**src/rtl/piso_serializer.sv**
```systemverilog
// Parallel-in/serial-out stage feeding a 1-bit serial consumer (e.g. a sequence detector).
// Latency: a word accepted at edge k shows bit 0 in cycle k+1 and its last bit in cycle k+WIDTH.
// Backpressure: in_ready = !hold_valid; one held word lets back-to-back words stream gap-free.
//
// Ports:
//   clk, rst            rising-edge clock, asynchronous active-high reset
//   in_data/in_valid    parallel word offered upstream; accepted when in_valid && in_ready
//   in_ready            a word can be taken this cycle (registered, no path from in_valid)
//   ser_out/ser_valid   serial bit stream; ser_valid=0 marks IDLE_BIT filler
//   sof/eow             first / last bit of each word
module piso_serializer #(
  parameter int   WIDTH     = 8,
  parameter logic MSB_FIRST = 1'b1,
  parameter logic IDLE_BIT  = 1'b0
) (
  input  logic             clk,
  input  logic             rst,
  input  logic [WIDTH-1:0] in_data,
  input  logic             in_valid,
  output logic             in_ready,
  output logic             ser_out,
  output logic             ser_valid,
  output logic             sof,
  output logic             eow
);

  localparam int              CW       = $clog2(WIDTH);
  localparam logic [CW-1:0]   LAST_CNT = CW'(WIDTH - 1);

  logic [WIDTH-1:0] shreg_q, shreg_d;
  logic [WIDTH-1:0] hold_q, hold_d;
  logic [CW-1:0]    bit_cnt_q, bit_cnt_d;
  logic             active_q, active_d;
  logic             hold_valid_q, hold_valid_d;

  logic             accept;
  logic             last_bit;
  logic             cur_bit;
  logic [WIDTH-1:0] shreg_shifted;

  assign in_ready = !hold_valid_q;
  assign accept   = in_valid && in_ready;
  assign last_bit = active_q && (bit_cnt_q == LAST_CNT);
  assign cur_bit  = MSB_FIRST ? shreg_q[WIDTH-1] : shreg_q[0];

  // Move the next bit into the output position; vacated end fills with 0.
  assign shreg_shifted = MSB_FIRST ? {shreg_q[WIDTH-2:0], 1'b0}
                                   : {1'b0, shreg_q[WIDTH-1:1]};

  assign ser_valid = active_q;
  assign ser_out   = active_q ? cur_bit : IDLE_BIT;
  assign sof       = active_q && (bit_cnt_q == '0);
  assign eow       = last_bit;

  always_comb begin
    shreg_d      = shreg_q;
    hold_d       = hold_q;
    bit_cnt_d    = bit_cnt_q;
    active_d     = active_q;
    hold_valid_d = hold_valid_q;

    if (!active_q || last_bit) begin
      // Word boundary: a held word always goes first. in_ready is low whenever
      // hold is occupied, so an accept can never collide with this transfer.
      if (hold_valid_q) begin
        shreg_d      = hold_q;
        hold_valid_d = 1'b0;
        active_d     = 1'b1;
        bit_cnt_d    = '0;
      end else if (accept) begin
        // Word can go out next cycle, so it bypasses the holding register.
        shreg_d   = in_data;
        active_d  = 1'b1;
        bit_cnt_d = '0;
      end else begin
        active_d = 1'b0;
      end
    end else begin
      shreg_d   = shreg_shifted;
      bit_cnt_d = bit_cnt_q + CW'(1);
      if (accept) begin
        hold_d       = in_data;
        hold_valid_d = 1'b1;
      end
    end
  end

  always_ff @(posedge clk or posedge rst) begin
    if (rst) begin
      shreg_q      <= '0;
      hold_q       <= '0;
      bit_cnt_q    <= '0;
      active_q     <= 1'b0;
      hold_valid_q <= 1'b0;
    end else begin
      shreg_q      <= shreg_d;
      hold_q       <= hold_d;
      bit_cnt_q    <= bit_cnt_d;
      active_q     <= active_d;
      hold_valid_q <= hold_valid_d;
    end
  end

endmodule

```
**config.mk**
```make
export PLATFORM = sky130hd
export DESIGN_NAME = piso_serializer
export DESIGN_NICKNAME = d
export VERILOG_FILES = /design/src/rtl/piso_serializer.sv
export SDC_FILE = /design/constraint.sdc
export NUM_CORES = 1
export LEC_CHECK = 0
export ABC_AREA = 1
export CORE_MARGIN = 2
export CORE_UTILIZATION = 52
export CTS_CLUSTER_DIAMETER = 30
export DETAILED_ROUTE_END_ITERATION = 10
export PLACE_DENSITY = 0.86
export SLEW_MARGIN = 20
export SYNTH_ARGS = -nofsm -noshare
export SYNTH_HDL_FRONTEND = slang
export SYNTH_SLANG_ARGS = --single-unit
```
**constraint.sdc**
```tcl
create_clock -name clk -period 1.7 [get_ports clk]
set_input_delay 0.17 -clock clk [delete_from_list [all_inputs] [get_ports clk]]
set_output_delay 0.17 -clock clk [all_outputs]
set_load 0.02 [all_outputs]
```
==> results.py <==
metrics = {
    "floorplan": {
        "initial_utilization": 0.561,
        "die_w_um": 50.5,
        "die_h_um": 50.5,
        "design.core.area_um2": 2000,
        "io_pins": 16,
        "num_rows": 16,
        "die_area_um2": 2550,
    },
    "timing": {
        "max_slew.worst_pin.slew_ns": 0.268,
        "finalHoldViolations": 0,
        "finClkSkew_ns": 0.00508,
        "clock.fmax_mhz": 618,
        "rsz0062_at_grt": "no",
        "min_period_over_period": 0.952,
        "setup_tns_ns": 0,
        "fin_crit_ns": 1.62,
        "report.final.slew_viol_count": 0,
        "finalSetupViolations": 0,
        "relSlewSlack": 0.821,
    },
    "layout": {
        "drive_above_1_share": 0.206,
        "final_common_cell": "nand2_1",
        "layout.cells.non_filler": 187,
        "layout_common_cells": "52 x nand2_1, 21 x inv_1, 19 x dfrtp_1",
        "design_area_um2": 1350,
        "area_growth_pct": 19.7,
        "antenna_cells_inserted": 0,
        "fin_nets": 175,
    },
    "global_routing": {
        "antenna_found_initial": 0,
        "gr-total-overflow": 0,
        "grt_pass1_vias": 878,
        "grt_pass1_wl_um": 3620,
        "grt_max_degree": 22,
        "grt_usage": 0.190,
    },
    "job": {
        "maxCapViolations": 0,
    },
    "placement": {
        "place_hpwl_um": 1510,
        "gp_congestion": 0.759,
        "placed_area_um2": 1320,
        "dp_cells": 182,
        "numPortBuffers": 15,
    },
    "pwr": {
        "powerDensity_nw_per_um2": 1480,
        "ir_worst_vdd_mv": 0.832,
        "p_leak_nw": 0.729,
    },
    "worst_setup_path": {
        "path_class": "reg2out",
        "reg2reg_slack_ns": 0.24,
        "cp.arrival_ns": 1.45,
        "r2r-start": "bit_cnt_q[0]",
        "critPathMaxFanout": 6,
        "critPathLaunch": "ser_valid",
        "end_kind": "output pin",
        "reg2reg_depth": 6,
        "start_kind": "register",
        "timing.rr.end": "hold_q[2]",
        "critPathRequiredTime_ns": 1.53,
    },
    "route": {
        "vias": 902,
        "ant_nets": 0,
        "drtIter0Drc": 23,
        "wl_um": 2020,
        "viasPerCell": 4.82,
        "drt-pass1-iter-count": 4,
        "drc_errors": 0,
        "wire_per_inst_um": 10.8,
    },
    "clock_tree": {
        "htreeDepth": 1,
        "numCtsBuffers": 3,
        "postCtsHoldBufs": 0,
        "cts.sinks": 21,
        "cts-root-buf": "clkbuf_4",
        "cts_tree": "built",
        "cts_buffer_depth": 2,
        "path_clk_slew_ns": 0.12,
        "clock_latency_ns": 0.30,
    },
    "synth": {
        "synth_xor_area_frac": 0,
        "synth_top_family_by_area": "simple AND/OR/NAND/NOR gates",
        "yosysSeqAreaShare": 0.468,
        "yosys_register_bits": 21,
        "synth_nets": 153,
        "synth_warnings": 0,
        "synth_fa_ha_area_frac": 0.0334,
        "synth_cell_types": 15,
        "syn_avg_cell_area_um2": 8.08,
        "synth_compound_area_frac": 0.0791,
        "syn_inst": 139,
        "synth_mux_area_frac": 0,
        "netlist_area_um2": 1120,
        "synthSimpleGateAreaFrac": 0.303,
    },
    "run_status": {
        "status": "completed",
    },
    "min_path": {
        "min-delay-path-class": "in2async",
    },
}
## state kept, by name, indices dropped and copies added, names as in the netlist
register	flops
bit_cnt_q	3
hold_q	8
hold_valid_q	1
ser_valid	1
shreg_q	8
## cells in the mapped netlist
library cell  number  area [um2]
inv_1             21        78.8
nand3_1           14        70.1
o21ai_2            9        78.8
dfrtp_1           21         526
nand2_1           52         195
nand3_4            1        17.5
o21ai_0            2        10.0
nor2_1             3        11.3
nor2_4             1        11.3
buf_6              3        33.8
buf_4              1        7.51
ha_1               3        37.5
inv_2              3        11.3
nand3_2            1        10.0
nand2_2            4        25.0
## critical path: stages (launching register included)
cell and delay (ns):
dfrtp_2 0.43, nand2_1 0.07, inv_1 0.06, clkdlybuf4s50_1 0.59
## worst max-delay path by stage
stage / end / cells past startpoint
3_5_place_dp: eow / 5
3_3_place_gp: eow / 5
2_1_floorplan: hold_q[0] / 7
6_report: ser_out / 3
5_1_grt: ser_out / 3
4_1_cts: in_ready / 2
## per-layer routing
layer | GRT usage | part of all wire
met4 | 0.0811 | 0.017
met1 | 0.238 | 0.46
met3 | 0.0268 | 0.036
met5 | 0 | 0
met2 | 0.327 | 0.48
## what timing repair did
action	CTS	global route
gates cloned	0	0
gates resized for setup	4	6
setup buffers	0	1
setup endpoints to repair	2	4
## final cells by class
cell class | instances | area (um2)
Inverter | 24 | 90.1
Sequential cell | 21 | 528
Timing Repair Buffer | 21 | 198
Clock buffer | 4 | 26.3
Fill cell | 178 | 657
Multi-Input combinational cell | 90 | 469
Tap cell | 27 | 33.8
## per-stage QoR
step	total power [mW]	hold slack, ns	util	setup WS, ns
after detailed placement	1.77	0.466	0.658	0.0789
final	1.99	0.178	0.672	0.0823
after global routing	2.19	0.217	0.672	0.00103
after global placement	1.71	0.462	0.658	0.126
after CTS	2.00	0.190	0.671	0.00896
after floorplan	1.52	0.147	-	0.319
## cells by family after synthesis
logic type | Yosys count
AND/OR/NAND/NOR | 76
buffers and inverters | 28
AO/OA/AOI/OAI | 11
adder cells (fa/ha/maj) | 3
flip-flops | 21
## where the power goes
part	internal [mW]	switching (mW)
Sequential	0.716	0.122
Combinational	0.398	0.511
Clock	0.0916	0.150
No activity file was read; power rests on OpenSTA's default activity.
